==> src/rtl/matrix_skew_loader_pkg.sv <==
// Shared definitions for the matrix skew loader.
//   state_t  : loader FSM states (IDLE, LOAD, STREAM)
//   DEF_*    : default element width, lane count and row count
//   ELEM_W   : element counter width for the default geometry
//   SKEW_W   : skew counter width for the default geometry
//   cnt_w()  : counter width helper, never narrower than one bit
package loader_pkg;

  typedef enum logic [1:0] {
    IDLE   = 2'd0,
    LOAD   = 2'd1,
    STREAM = 2'd2
  } state_t;

  function automatic int unsigned cnt_w(input int unsigned n);
    return (n > 1) ? $clog2(n) : 1;
  endfunction

  localparam int unsigned DEF_DW    = 8;
  localparam int unsigned DEF_LANES = 4;
  localparam int unsigned DEF_ROWS  = 4;
  localparam int unsigned ELEM_W    = cnt_w(DEF_ROWS * DEF_LANES);
  localparam int unsigned SKEW_W    = cnt_w(DEF_ROWS + DEF_LANES - 1);

endpackage

==> src/rtl/lane_skew_sel.sv <==
// One output lane of the skew loader. Picks row (s_cnt - K) of its matrix
// column while that row index is in range, otherwise drives zero/invalid.
// Ports:
//   i_clk, i_rst : clock, synchronous active-high reset
//   i_en         : skew step is active this cycle
//   i_s_cnt      : current skew step
//   i_col        : ROWS column elements, row r at [r*DW +: DW]
//   o_data       : registered lane element
//   o_valid      : registered lane valid
module lane_skew_sel #(
  parameter int unsigned DW   = 8,
  parameter int unsigned ROWS = 4,
  parameter int unsigned SW   = 3,
  parameter int unsigned K    = 0
) (
  input  logic               i_clk,
  input  logic               i_rst,
  input  logic               i_en,
  input  logic [SW-1:0]      i_s_cnt,
  input  logic [ROWS*DW-1:0] i_col,
  output logic [DW-1:0]      o_data,
  output logic               o_valid
);

  // One extra bit so the row limit and lane offset never truncate.
  localparam logic [SW:0] K_V    = (SW+1)'(K);
  localparam logic [SW:0] ROWS_V = (SW+1)'(ROWS);

  logic [SW:0]   w_s;
  logic [SW:0]   w_d;
  logic          w_hit;
  logic [DW-1:0] w_sel;

  always_comb begin
    w_s   = {1'b0, i_s_cnt};
    w_d   = w_s - K_V;
    w_hit = i_en && (w_s >= K_V) && (w_d < ROWS_V);
    w_sel = '0;
    if (w_hit) begin
      for (int unsigned r = 0; r < ROWS; r++) begin
        if (w_d == (SW+1)'(r)) w_sel = i_col[r*DW +: DW];
      end
    end
  end

  always_ff @(posedge i_clk) begin
    if (i_rst) begin
      o_data  <= '0;
      o_valid <= 1'b0;
    end else begin
      o_data  <= w_sel;
      o_valid <= w_hit;
    end
  end

endmodule

==> src/rtl/matrix_skew_loader.sv <==
// Loads a ROWS x LANES matrix byte-serially (row-major, valid/ready) and
// replays it on LANES parallel lanes with diagonal skew: lane k lags lane 0
// by k cycles.
// Ports:
//   CLK, RST  : clock, synchronous active-high reset
//   start     : one-cycle request to begin loading (ignored while busy)
//   in_data   : matrix element, in_valid qualifies it
//   in_ready  : high throughout LOAD
//   out_data  : lane k at [k*DW +: DW]; out_valid : per-lane valid
//   busy      : FSM not idle; done : one-cycle pulse after the last element
module matrix_skew_loader
  import loader_pkg::*;
#(
  parameter int unsigned DW    = DEF_DW,
  parameter int unsigned LANES = DEF_LANES,
  parameter int unsigned ROWS  = DEF_ROWS
) (
  input  logic                CLK,
  input  logic                RST,
  input  logic                start,
  input  logic [DW-1:0]       in_data,
  input  logic                in_valid,
  output logic                in_ready,
  output logic [LANES*DW-1:0] out_data,
  output logic [LANES-1:0]    out_valid,
  output logic                busy,
  output logic                done
);

  localparam int unsigned NELEM = ROWS * LANES;
  localparam int unsigned NSKEW = ROWS + LANES - 1;
  localparam int unsigned EW    = cnt_w(NELEM);
  localparam int unsigned SW    = cnt_w(NSKEW);
  localparam logic [EW-1:0] ELEM_LAST = EW'(NELEM - 1);
  localparam logic [SW-1:0] SKEW_LAST = SW'(NSKEW - 1);

  state_t        r_state;
  state_t        w_next;
  logic [EW-1:0] r_elem_cnt;
  logic [SW-1:0] r_s_cnt;
  logic          r_drain;
  logic          r_done;
  logic [DW-1:0] r_mat [NELEM];

  logic              w_accept;
  logic              w_last_byte;
  logic              w_stream_en;
  logic [ROWS*DW-1:0] w_col [LANES];

  assign w_accept    = in_valid && (r_state == LOAD);
  assign w_last_byte = w_accept && (r_elem_cnt == ELEM_LAST);
  // r_drain marks the extra cycle after the last skew step, which clears the
  // lanes and raises done one edge later than the final element.
  assign w_stream_en = (r_state == STREAM) && !r_drain;

  always_ff @(posedge CLK) begin
    if (RST) r_state <= IDLE;
    else     r_state <= w_next;
  end

  always_comb begin
    w_next = r_state;
    unique case (r_state)
      IDLE:    if (start) w_next = LOAD;
      LOAD:    if (w_last_byte) w_next = STREAM;
      STREAM:  if (r_drain) w_next = IDLE;
      default: w_next = IDLE;
    endcase
  end

  always_ff @(posedge CLK) begin
    if (RST) begin
      r_elem_cnt <= '0;
      r_s_cnt    <= '0;
      r_drain    <= 1'b0;
      r_done     <= 1'b0;
    end else begin
      if (w_accept) r_elem_cnt <= w_last_byte ? '0 : r_elem_cnt + 1'b1;
      if (w_stream_en) r_s_cnt <= (r_s_cnt == SKEW_LAST) ? '0 : r_s_cnt + 1'b1;
      r_drain <= w_stream_en && (r_s_cnt == SKEW_LAST);
      r_done  <= (r_state == STREAM) && r_drain;
    end
  end

  always_ff @(posedge CLK) begin
    if (w_accept) r_mat[r_elem_cnt] <= in_data;
  end

  always_comb begin
    w_col = '{default: '0};
    for (int unsigned k = 0; k < LANES; k++) begin
      for (int unsigned r = 0; r < ROWS; r++) begin
        w_col[k][r*DW +: DW] = r_mat[r*LANES + k];
      end
    end
  end

  for (genvar k = 0; k < LANES; k++) begin : g_lane
    lane_skew_sel #(
      .DW  (DW),
      .ROWS(ROWS),
      .SW  (SW),
      .K   (k)
    ) u_sel (
      .i_clk  (CLK),
      .i_rst  (RST),
      .i_en   (w_stream_en),
      .i_s_cnt(r_s_cnt),
      .i_col  (w_col[k]),
      .o_data (out_data[k*DW +: DW]),
      .o_valid(out_valid[k])
    );
  end

  assign in_ready = (r_state == LOAD);
  assign busy     = (r_state != IDLE);
  assign done     = r_done;

endmodule

==> config.mk <==
export PLATFORM = sky130hd
export DESIGN_NAME = matrix_skew_loader
export DESIGN_NICKNAME = d
export VERILOG_FILES = /design/src/rtl/matrix_skew_loader_pkg.sv /design/src/rtl/lane_skew_sel.sv /design/src/rtl/matrix_skew_loader.sv
export SDC_FILE = /design/constraint.sdc
export NUM_CORES = 1
export LEC_CHECK = 0
export CAP_MARGIN = 20
export CORE_MARGIN = 4
export CORE_UTILIZATION = 52
export CTS_BUF_LIST = sky130_fd_sc_hd__clkbuf_4 sky130_fd_sc_hd__clkbuf_8 sky130_fd_sc_hd__clkbuf_16
export DETAILED_ROUTE_END_ITERATION = 7
export PLACE_DENSITY_LB_ADDON = 0.05
export SYNTH_ARGS = -nofsm -noshare
export SYNTH_HDL_FRONTEND = slang
export SYNTH_SLANG_ARGS = --single-unit
==> constraint.sdc <==
create_clock -name CLK -period 2.1 [get_ports CLK]
set_input_delay 0.42 -clock CLK [delete_from_list [all_inputs] [get_ports CLK]]
set_output_delay 0.42 -clock CLK [all_outputs]
set_load 0.01 [all_outputs]
---- Yosys cells after proc, flatten, opt, wreduce, memory -nomap -nowiden ----
Memories as Yosys holds them, arrays and structs flattened.
Index checks and enable logic that the tools add are counted.
cells by class
  order comparisons ....................... 7
  multipliers ............................. 0
  divide/modulo/power cells ............... 0
  reduce and logical (&&, ||, !) cells .... 24
  add/subtract/negate cells ............... 5
  equality and inequality tests ........... 19
  bitwise logic cells ..................... 4
  muxes and demuxes ....................... 24
  shifts and indexed selects .............. 0
operators with widths
  cell                 number
  $mux 8               16
  $eq 4x2->1 const B   6
  $logic_not 4->1      4
  $eq 4x1->1 const B   3
  $logic_and 1x1->1    12
  $lt 4x3->1 const B   3
  $reduce_or 2->1      4
  $sub 3x2->4 const B  2
  $eq 3x2->1 const B   2
  $ge 3x2->1 const B   2
  $mux 2               3
  $pmux 2 s3           1
  $add 4x1->4 const B  1
  $eq 4x4->1 const B   1
  $mux 4               1
  $ne 2x2->1 const B   2
  $not 1->1            4
  $sub 3x1->4 const B  1
  $add 3x1->3 const B  1
  $eq 3x1->1 const B   1
  $eq 3x3->1 const B   1
  $ge 3x1->1 const B   1
  $lt 3x3->1 const B   1
  $mux 3               1
  8 further kinds      9
storage, ports and cells
  ROM bits ................................ 0
  register bits after elaboration ......... 47
  bits of input ports ..................... 12
  bits in latches ......................... 0
  output and inout port bits .............. 39
  memories ................................ 1
  memory bits (writable) .................. 128
memories
  name   words  width  read ports  clocked after Yosys merged registers in  write ports  RTL line                  RTL
  r_mat  16     8      16          0                                        1            matrix_skew_loader.sv:43  logic [DW-1:0] r_mat [NELEM];

---- Depth between registers and ports, before layout ----
Gate-level depths: netlist (run 1).
  depth after elaboration ................. 6
  gate-level depth with buffers ........... 10

---- Hierarchy ----
Synthesis (run 1) repeated with hierarchy kept, for this count alone.
second synthesis, totals
  cell total of the unflattened synthesis .. 417
  area, all modules ....................... 6737.7 um2
by module, submodules not included
  module                           area an instance (um2)  instances  cells an instance
  matrix_skew_loader               4495.6                  1          203
  lane_skew_sel (g_lane[3].u_sel)  595.6                   1          64
  lane_skew_sel (g_lane[0].u_sel)  588.1                   1          48
  lane_skew_sel (g_lane[1].u_sel)  538.0                   1          48
  lane_skew_sel (g_lane[2].u_sel)  520.5                   1          54

---- Least setup slack after synthesis (run 1) ----
No wires, ideal clock.
  path kind ............................... flip-flop to flip-flop
  from .................................... register r_s_cnt[0]
  to ...................................... register g_lane[1].u_sel.o_data[6]
  data required time ...................... 2.009 ns
  arrival time ............................ 2.251 ns
  cell stages (with the launch flop) ...... 11
  buffers on the path ..................... 3
  path slack .............................. -0.242 ns
  cells stage by stage .................... dfxtp_1 buf_4 or2_2 clkbuf_1 clkbuf_1 inv_1 ha_1 inv_1 nor3_1 nand2_1 a311oi_1
between the ends
  cells in the longest elaborated chain, start to end .. 6
  elaborated cells on any way between the ends .. 15
RTL lines
  item                    RTL line                  RTL
  start, declared         matrix_skew_loader.sv:40  logic [SW-1:0] r_s_cnt;
  start signal, assigned  matrix_skew_loader.sv:79  if (w_stream_en) r_s_cnt <= (r_s_cnt == SKEW_LAST) ? '0 : r_s_cnt + 1'b1;
  $sub 3x1->4             lane_skew_sel.sv:36       w_d = w_s - K_V;
  $logic_not 4->1         lane_skew_sel.sv:41       if (w_d == (SW+1)'(r)) w_sel = i_col[r*DW +: DW];
  $mux 8 (4 in a row)     lane_skew_sel.sv:41
  end signal, assigned    lane_skew_sel.sv:51       o_data <= w_sel;
  end, declared           lane_skew_sel.sv:21       output logic [DW-1:0] o_data,
Several ways; a longest one is shown, not always the timed one.
A chain may end at the register's enable or synchronous reset.

---- Final worst setup path (run 1) ----
  from .................................... register r_state[0]
  to ...................................... output port in_ready
between the ends
  cells in the longest elaborated chain, start to end .. 1
RTL lines
  item                    RTL line                   RTL
  start, declared         matrix_skew_loader.sv:37   state_t r_state;
  start signal, assigned  matrix_skew_loader.sv:58   else r_state <= w_next;
  $eq 2x1->1              matrix_skew_loader.sv:115  assign in_ready = (r_state == LOAD);
  end, declared           matrix_skew_loader.sv:23   output logic in_ready,
No other way between the ends.

==> results of run 1 <==
[state kept, by name, summed over array words and instances (netlist names)]
signal	count
r_drain	1
g_lane.u_sel.o_valid	4
r_state	2
r_elem_cnt	4
g_lane.u_sel.o_data	32
done	1
r_mat	128
r_s_cnt	3
[layer usage]
layer	track usage	vias up	routed length [um]	share of wire
li1	-	1819	-	-
met1	0.2564	1834	5686	0.43
met2	0.3077	88	6604	0.50
met3	0.04653	9	790	0.060
met4	0.07301	0	146	0.011
met5	0	-	0	0
[repair_timing]
item | 4_1_cts | 5_1_grt
resized for setup | 0 | 4
endpoints found under the setup margin | 0 | 8
buffers inserted | 0 | 2
[Yosys cell counts, drive strengths merged]
library cell,n
a211oi,23
a21oi,6
a22oi,1
a311oi,8
a31o,1
a31oi,1
a41oi,1
and2,1
and2b,2
and3b,1
buf,12
clkbuf,13
dfxtp,47
edfxtp,128
ha,11
inv,12
mux2i,17
mux4,1
nand2,33
nand2b,4
nand3,2
nand4b,1
nor2,38
nor2b,18
nor3,23
nor3b,3
nor4,1
nor4bb,1
o211ai,1
o21ai,9
o221ai,8
o22ai,7
or2,3
or3,1
or4b,1
xor2,1
[layout by cell type, fill, tap and decap left out, types with 12 or more instances in the layout]
| master | instances |
|---|---|
| dfxtp_1 | 47 |
| nor3_1 | 21 |
| clkbuf_16 | 18 |
| edfxtp_1 | 128 |
| clkdlybuf4s50_1 | 50 |
| nor2_1 | 38 |
| mux2i_1 | 17 |
| nand2_1 | 31 |
| buf_4 | 43 |
| nor2b_1 | 18 |
| inv_1 | 12 |
| a211oi_1 | 22 |
[worst min path at each step]
stage	from	endpoint	slack [ns]
2_1_floorplan	r_state[1]	r_state[0]	0.46
3_3_place_gp	r_mat[12][7]	g_lane[0].u_sel.o_data[7]	0.49
3_5_place_dp	r_state[1]	r_state[0]	0.50
4_1_cts	r_mat[12][3]	g_lane[0].u_sel.o_data[3]	0.52
5_1_grt	r_drain	done	0.54
6_report	r_mat[12][3]	g_lane[0].u_sel.o_data[3]	0.51
[power groups by stage]
stage               Combinational [mW]  Sequential, mW  Clock (mW)
global placement                 0.126            3.80           0
global route                     0.139            3.72        3.38
CTS                              0.129            3.72        3.23
detailed placement               0.129            3.80           0
floorplan                       0.0320            3.80           0
finish                           0.128            3.72        3.17
[kinds of logic (layout without fill, tap and decap cells)]
kind of cell / count (synthesis) / count (layout) / synth area share
XOR/XNOR: 1 / 1 / 0.001358
AO/OA/AOI/OAI: 66 / 67 / 0.07372
multiplexers: 18 / 18 / 0.02987
adder cells (fa/ha/maj): 11 / 11 / 0.02134
AND/OR/NAND/NOR: 133 / 133 / 0.1026
buffers and inverters: 37 / 137 / 0.02929
flip-flops: 175 / 175 / 0.7418
[final cells by class]
cell class / count / share of cell area
Clock buffer: 25 / 0.06529
Inverter: 12 / 0.005636
Sequential cell: 175 / 0.5987
Timing Repair Buffer: 93 / 0.1030
Clock inverter: 7 / 0.01065
Multi-Input combinational cell: 230 / 0.1904
Tap cell: 168 / 0.02630
[critical path: stages (launching register included)]
cell             delay [ns]
dfxtp_1                0.43
and2b_1                0.18
clkdlybuf4s50_1        0.54
==> flow_metrics.tcl, run 1 <==
set metrics [dict create \
    post-route-min-period_ns 1.988 \
    final_core_util 0.6626 \
    p_per_area_nw_per_um2 878.2 \
    maxCapViolations 0 \
    place_area_sq_um 7340 \
    finalHoldViolCount 0 \
    hpwlAfterDp_mm 8.305 \
    die_w_um 119.4 \
    cts_root_buf "clkbuf_16" \
    r2r-start "r_s_cnt[1]" \
    synth_area_per_cell_sq_um 14.63 \
    synth_top_area_share 0.5959 \
    ctsHoldBuffers 0 \
    tightest_slew_ns 0.7254 \
    synth_top_area_cell "edfxtp_1" \
    rsz0062_at_grt "yes" \
    p_switching_mw 1.294 \
    p_int_mw 5.724 \
    yosysUniqueCellTypes 42 \
    ioPinCount 51 \
    r2r_slack_ns 0.13 \
    netlist_top_cells_area "edfxtp_1, dfxtp_1, a211oi_1" \
    crit_type "flop to output port" \
    clkSlewWorstSetupHoldPaths_ns 0.06 \
    maxSlewViolCount 0 \
    drt-total-wl_mm 13.23 \
    post-route-cell-area_sq_um 7991 \
    h-tree-depth 4 \
    ant_nets 0 \
    die_h_um 119.4 \
    vdd_drop_max_v 0.0005994 \
    multi_input_area_sq_um 1521 \
    vias 3750 \
    critPathLaunchType "flop" \
    core_sq_um 12060 \
    status "finished clean" \
    dpl_worst_slack_ns 0.05910 \
    p_total_mw 7.018 \
    reg2reg_depth 7 \
    ys_ff_latch 175 \
    grt_pass1_vias 3662 \
    drt-pass1-iter-count 5 \
    slew_headroom 0.5149 \
    syn_nets 464 \
    post_drt_via_cell_ratio 5.282 \
    fmax_mhz 502.9 \
    final-seq-area_sq_um 4785 \
    grt_first_pass_wirelength_mm 20.36 \
    antenna_found_initial 0 \
    fillers 876 \
    drtIter0Drc 378 \
    yosysSeqAreaShare 0.7418 \
    holdWs_ns 0.5089 \
    hold_class "flop to flop" \
    clock-sinks 175 \
    clkLatencyLatePin_ns 0.43 \
    crit_fanout 6 \
    cp-startpoint "r_state[0]" \
    p_sw_frac 0.1844 \
    place.gp.congestion 0.7655 \
    hold_depth 2 \
    num_rows 40 \
    syn_to_final_growth_pct 23.90 \
    setup_violations 0 \
    setup_slack_ns 0.1116 \
    tns_ns 0 \
    syn-instance-count 441 \
    cp.required_ns 1.68 \
    skew_ns 0.01538 \
    crit_path_end "in_ready" \
    drc_errors 0 \
    drive_above_1_share 0.1642 \
    clockBufferDepth 2 \
    grt_max_degree 26 \
    die-area_sq_um 14250 \
    tritoncts "yes" \
    netlist_area_sq_um 6450 \
    place_inst 675 \
    track_usage 0.1923 \
    power_frac_clock 0.452 \
    r2r_end "g_lane[1].u_sel.o_data[5]" \
    p_leak_nw 2.667 \
    p_comb_frac 0.018 \
    grt_overflow_total 0 \
    endpoint_kind "output port" \
    wl_per_cell_um 18.63 \
    p_seq_frac 0.530 \
    crit_arrival_ns 1.57 \
    n_antenna_cell 0 \
    initial_core_util 0.5348 \
    numCtsBuffers 17 \
    io_buffers 50 \
    finalNonFillerCells 710 \
    finalCritPeriodShare 0.9469 \
    final_nets 552 \
    synth_warnings 0 \
]
Note: power is estimated with default switching activity, not from simulation.
==> run 2, diff against run 1 <==
--- a/config.mk
+++ b/config.mk
@@ -6,11 +6,15 @@
 export NUM_CORES = 1
 export LEC_CHECK = 0
 export CAP_MARGIN = 20
+export CELL_PAD_IN_SITES_DETAIL_PLACEMENT = 0
+export CELL_PAD_IN_SITES_GLOBAL_PLACEMENT = 1
 export CORE_MARGIN = 4
-export CORE_UTILIZATION = 52
+export CORE_UTILIZATION = 47
 export CTS_BUF_LIST = sky130_fd_sc_hd__clkbuf_4 sky130_fd_sc_hd__clkbuf_8 sky130_fd_sc_hd__clkbuf_16
 export DETAILED_ROUTE_END_ITERATION = 7
+export DONT_BUFFER_PORTS = 1
 export PLACE_DENSITY_LB_ADDON = 0.05
+export SLEW_MARGIN = 20
 export SYNTH_ARGS = -nofsm -noshare
 export SYNTH_HDL_FRONTEND = slang
 export SYNTH_SLANG_ARGS = --single-unit
==> run 2 against run 1 <==
Compared with the run above:
- critical path depth increased by 4
- power increased by 1.4%
- count of clock-buffer cells in the layout fell by 2
- setup slack improved by 0.016 ns
- register-to-register slack is essentially flat
- flip-flop and latch count unchanged
- critical path type is now flop to flop
==> flow_metrics.tcl, run 2 (synthesis results as in run 1) <==
set metrics [dict create \
    crit_type "flop to flop" \
    cpPeakStageDelay_ns 0.39 \
    finalHoldViolCount 0 \
    p_leak_nw 2.413 \
    tns_ns 0 \
    p_per_area_nw_per_um2 958.1 \
    hold_class "input pin to flop" \
    status "finished clean" \
    reg2reg_depth 6 \
    ioPinCount 51 \
    largestRegisters "r_mat: 128 flops, g_lane.u_sel.o_data: 32 flops" \
    postCtsSetupBuffers 0 \
    fillers 1099 \
    final_nets 486 \
    die-area_sq_um 15660 \
    clkSlewWorstSetupHoldPaths_ns 0.06 \
    place.gp.congestion 0.7543 \
    critPathBufInv 1 \
    cp.required_ns 2.43 \
    initial_core_util 0.4832 \
    syn_to_final_growth_pct 15.17 \
    clockBufferDepth 2 \
    path_depth 6 \
    ant_nets 0 \
    clock-sinks 175 \
    ctsHoldBuffers 0 \
    drc_errors 0 \
    die_w_um 125.1 \
    drtIter0Drc 275 \
    slew_headroom 0.6219 \
    slowest_stage "a211oi_2" \
    grt_max_degree 42 \
    regMostFlops "r_mat" \
    layout_commonest_cell "edfxtp_1" \
    maxSlewViolCount 0 \
    dpl_worst_slack_ns 0.1650 \
    setup_violations 0 \
    hpwlAfterDp_mm 7.750 \
    cts_root_buf "clkbuf_16" \
    drive_above_1_share 0.1534 \
    num_rows 42 \
    wl_per_cell_um 19.55 \
    track_usage 0.1683 \
    skew_ns 0.007444 \
    tightest_slew_ns 0.5671 \
    post_drt_via_cell_ratio 5.297 \
    antenna_found_initial 0 \
    vias 3459 \
    critPathLaunchType "flop" \
    tritoncts "yes" \
    hold_depth 1 \
    r2r_slack_ns 0.13 \
    final_cell_mix "edfxtp_1, dfxtp_1, nor2_1" \
    crit_fanout 9 \
    grt_first_pass_wirelength_mm 19.89 \
    cp_cell_sequence "inv_1, ha_1, nor2b_1, a211oi_2, o211ai_1, a311oi_1" \
    path_delay_family "compound AO/OA/AOI/OAI gates" \
    clkLatencyLatePin_ns 0.42 \
    numCtsBuffers 17 \
    drt-total-wl_mm 12.76 \
    endpoint_kind "flop" \
    core_sq_um 13350 \
    fmax_mhz 507.1 \
    cts_resized 0 \
    die_h_um 125.1 \
    drt-pass1-iter-count 4 \
    largest_register_ffs 128 \
    place_inst 619 \
    grt_overflow_total 0 \
    post-route-min-period_ns 1.972 \
    setup_slack_ns 0.1280 \
    vdd_drop_max_v 0.0005682 \
    grt_pass1_vias 3498 \
    crit_arrival_ns 2.31 \
    holdWs_ns 0.07119 \
    io_buffers 0 \
    finalNonFillerCells 653 \
    maxCapViolations 0 \
    finalCritPeriodShare 0.9391 \
    h-tree-depth 4 \
]
## run 2: routing by layer
metal / track usage / part of all wire / up-vias
met4: 0.05548 / 0.013 / 0
met3: 0.05203 / 0.047 / 14
met1: 0.2239 / 0.45 / 1695
met5: 0 / 0 / -
met2: 0.2657 / 0.49 / 65
li1: - / - / 1685
## run 2: per-stage QoR
step / power, mW / util / instance area [sq um]
finish: 7.117 / 0.5565 / 7428
global route: 7.360 / 0.5563 / 7426
CTS: 7.192 / 0.5538 / 7392
detailed placement: 3.835 / 0.5052 / 6744
global placement: 3.835 / 0.5052 / 6744
floorplan: 3.827 / - / 6466
## run 2: worst paths after layout
check	to	from
min	r_elem_cnt[1]	RST
max	g_lane[1].u_sel.o_data[2]	r_s_cnt[2]
min reg2reg	r_state[0]	r_state[1]
max reg2reg	g_lane[1].u_sel.o_data[2]	r_s_cnt[2]
## run 2: final cells by class
| class | instances | area, sq um | area share |
|---|---|---|---|
| flip-flops and latches | 175 | 4785 | 0.6441 |
| clock buffers | 23 | 489.2 | 0.06586 |
| repair buffers | 27 | 202.7 | 0.02729 |
| multi-input cells | 230 | 1525 | 0.2053 |
| diodes | 1 | 2.502 | 0.0003369 |
| well taps | 176 | 220.2 | 0.02964 |
| inverters | 12 | 45.04 | 0.006064 |
| clock inverters | 9 | 158.9 | 0.02139 |
## run 2: worst register-to-register path, stage by stage (launching register included)
cell	delay, ns
dfxtp_1	0.33
inv_1	0.15
ha_1	0.30
nor2b_1	0.21
a211oi_2	0.39
o211ai_1	0.26
a311oi_1	0.24
## run 2: where the power goes
| group | internal, mW | switching [mW] | total [mW] |
|---|---|---|---|
| sequential | 3.72 | 0.00672 | 3.72 |
| clock | 2.13 | 1.23 | 3.36 |
| combinational | 0.0148 | 0.0238 | 0.0387 |
==> run 3, diff against run 2 <==
--- a/config.mk
+++ b/config.mk
@@ -9,7 +9,7 @@
 export CELL_PAD_IN_SITES_DETAIL_PLACEMENT = 0
 export CELL_PAD_IN_SITES_GLOBAL_PLACEMENT = 1
 export CORE_MARGIN = 4
-export CORE_UTILIZATION = 47
+export CORE_UTILIZATION = 56
 export CTS_BUF_LIST = sky130_fd_sc_hd__clkbuf_4 sky130_fd_sc_hd__clkbuf_8 sky130_fd_sc_hd__clkbuf_16
 export DETAILED_ROUTE_END_ITERATION = 7
 export DONT_BUFFER_PORTS = 1
==> constraint.sdc (replaced) <==
create_clock -name CLK -period 2.3 [get_ports CLK]
set_input_delay 0.46 -clock CLK [delete_from_list [all_inputs] [get_ports CLK]]
set_output_delay 0.46 -clock CLK [all_outputs]
set_load 0.01 [all_outputs]
==> run 3 against run 2 <==
Compared with the run above:
- sequential power is 8.6% lower
- setup slack better by 0.065 ns
- global-route usage is 3.4 points higher
- power is 12% lower
- clock skew is 0.0023 ns lower
- clock power is 16% lower
- critical path depth stayed put
- die area is 15% lower
- first-iteration DRC count is 9.8% lower
- non-clock buffer count is 2 lower
- final area is 2.2% lower
- critical path type unchanged
- critical endpoint is now g_lane[1].u_sel.o_data[6]
- largest cell class unchanged
- highest routed layer unchanged
==> flow_metrics.tcl, run 3 (synthesis results as in run 1) <==
set metrics [dict create \
    largestRegisters "r_mat: 128 flops, g_lane.u_sel.o_data: 32 flops" \
    place.gp.congestion 0.7892 \
    cts_root_buf "clkbuf_16" \
    postCtsSetupBuffers 0 \
    crit_type "flop to flop" \
    cts_resized 0 \
    setup_violations 0 \
    drt-total-wl_mm 12.01 \
    numCtsBuffers 17 \
    maxSlewViolCount 0 \
    num_rows 38 \
    grt_overflow_total 0 \
    regMostFlops "r_mat" \
    crit_fanout 9 \
    core_sq_um 11080 \
    finalCritPeriodShare 0.9160 \
    critPathLaunchType "flop" \
    maxCapViolations 0 \
    p_per_area_nw_per_um2 859.8 \
    ctsHoldBuffers 0 \
    syn_to_final_growth_pct 12.69 \
    grt_first_pass_wirelength_mm 19.31 \
    status "finished clean" \
    die_w_um 115.3 \
    layout_commonest_cell "edfxtp_1" \
    h-tree-depth 4 \
    clock-sinks 175 \
    initial_core_util 0.5822 \
    crit_arrival_ns 2.43 \
    clkLatencyLatePin_ns 0.42 \
    wl_per_cell_um 19.56 \
    clkSlewWorstSetupHoldPaths_ns 0.06 \
    p_total_mw 6.249 \
    grt_max_degree 28 \
    holdWs_ns 0.1027 \
    skew_ns 0.005120 \
    post-route-min-period_ns 2.107 \
    die-area_sq_um 13300 \
    io_buffers 0 \
    post_drt_via_cell_ratio 5.684 \
    die_h_um 115.3 \
    grt_pass1_vias 3445 \
    tightest_slew_ns 0.5819 \
    drtIter0Drc 248 \
    ant_nets 0 \
    tns_ns 0 \
    clockBufferDepth 2 \
    largest_register_ffs 128 \
    slew_headroom 0.6100 \
    rsz0062_at_grt "no" \
    antenna_found_initial 1 \
    hpwlAfterDp_mm 7.318 \
    endpoint_kind "flop" \
    final_cell_mix "edfxtp_1, dfxtp_1, nor2_1" \
    vias 3490 \
    drc_errors 0 \
    p_leak_nw 2.383 \
    cp.required_ns 2.62 \
    drive_above_1_share 0.1374 \
    finalHoldViolCount 0 \
    ioPinCount 51 \
    hold_class "input pin to flop" \
    track_usage 0.2025 \
    final_nets 483 \
    tritoncts "yes" \
    drt-pass1-iter-count 4 \
    fmax_mhz 474.7 \
    vdd_drop_max_v 0.0006412 \
]
run 3: changes by cell type in the layout (fill, tap and decap cells not counted), sizes merged:
cell / change
buf: -2
bufinv: -1
clkinv: +5
clkbuf: -4
o211ai: -1
run 3: path summary, 6_finish.rpt:
path	from	endpoint	slack, ns	cells after the start
min	RST	r_elem_cnt[1]	0.10	1
max	r_s_cnt[2]	g_lane[1].u_sel.o_data[6]	0.19	6
min reg2reg	r_state[1]	r_state[0]	0.50	1
max reg2reg	r_s_cnt[2]	g_lane[1].u_sel.o_data[6]	0.19	6
run 3: layer usage:
| metal | global-route usage | vias to the layer above | wire length (um) |
|---|---|---|---|
| li1 | - | 1675 | - |
| met1 | 0.2701 | 1716 | 5377 |
| met2 | 0.3129 | 82 | 5760 |
| met3 | 0.05947 | 17 | 646 |
| met4 | 0.08451 | 0 | 227 |
| met5 | 0 | - | 0 |
run 3: layout make-up:
cell class                      count  area, sq um
Antenna cell                        1        2.502
Clock buffer                       19        440.4
Clock inverter                     13        146.4
Fill cell                         822         3810
Inverter                           12        45.04
Multi-Input combinational cell    229         1486
Sequential cell                   175         4785
Tap cell                          140        175.2
Timing Repair Buffer               25        187.7
run 3: worst max-delay path, cell delays in order, from the launching register on:
cell	delay (ns)
dfxtp_1	0.43
inv_1	0.20
ha_1	0.28
nor2b_1	0.19
a211oi_1	0.28
o211ai_2	0.28
a311oi_1	0.35
run 3: power by group:
group	total [mW]	switching, mW	internal (mW)
sequential	3.40	0.00625	3.39
clock	2.81	1.10	1.71
combinational	0.0358	0.0224	0.0135
total	6.25	1.13	5.12
run 3: per-stage QoR:
step / utilization / instances / area (sq um) / worst slack [ns]
3_3_place_gp: 0.6029 / 581 / 6679 / 0.3252
2_1_floorplan: - / 441 / 6460 / 0.003954
6_report: 0.6561 / 614 / 7268 / 0.1933
3_5_place_dp: 0.6029 / 581 / 6679 / 0.2127
4_1_cts: 0.6559 / 613 / 7266 / 0.2024
5_1_grt: 0.6559 / 613 / 7266 / 0.008775
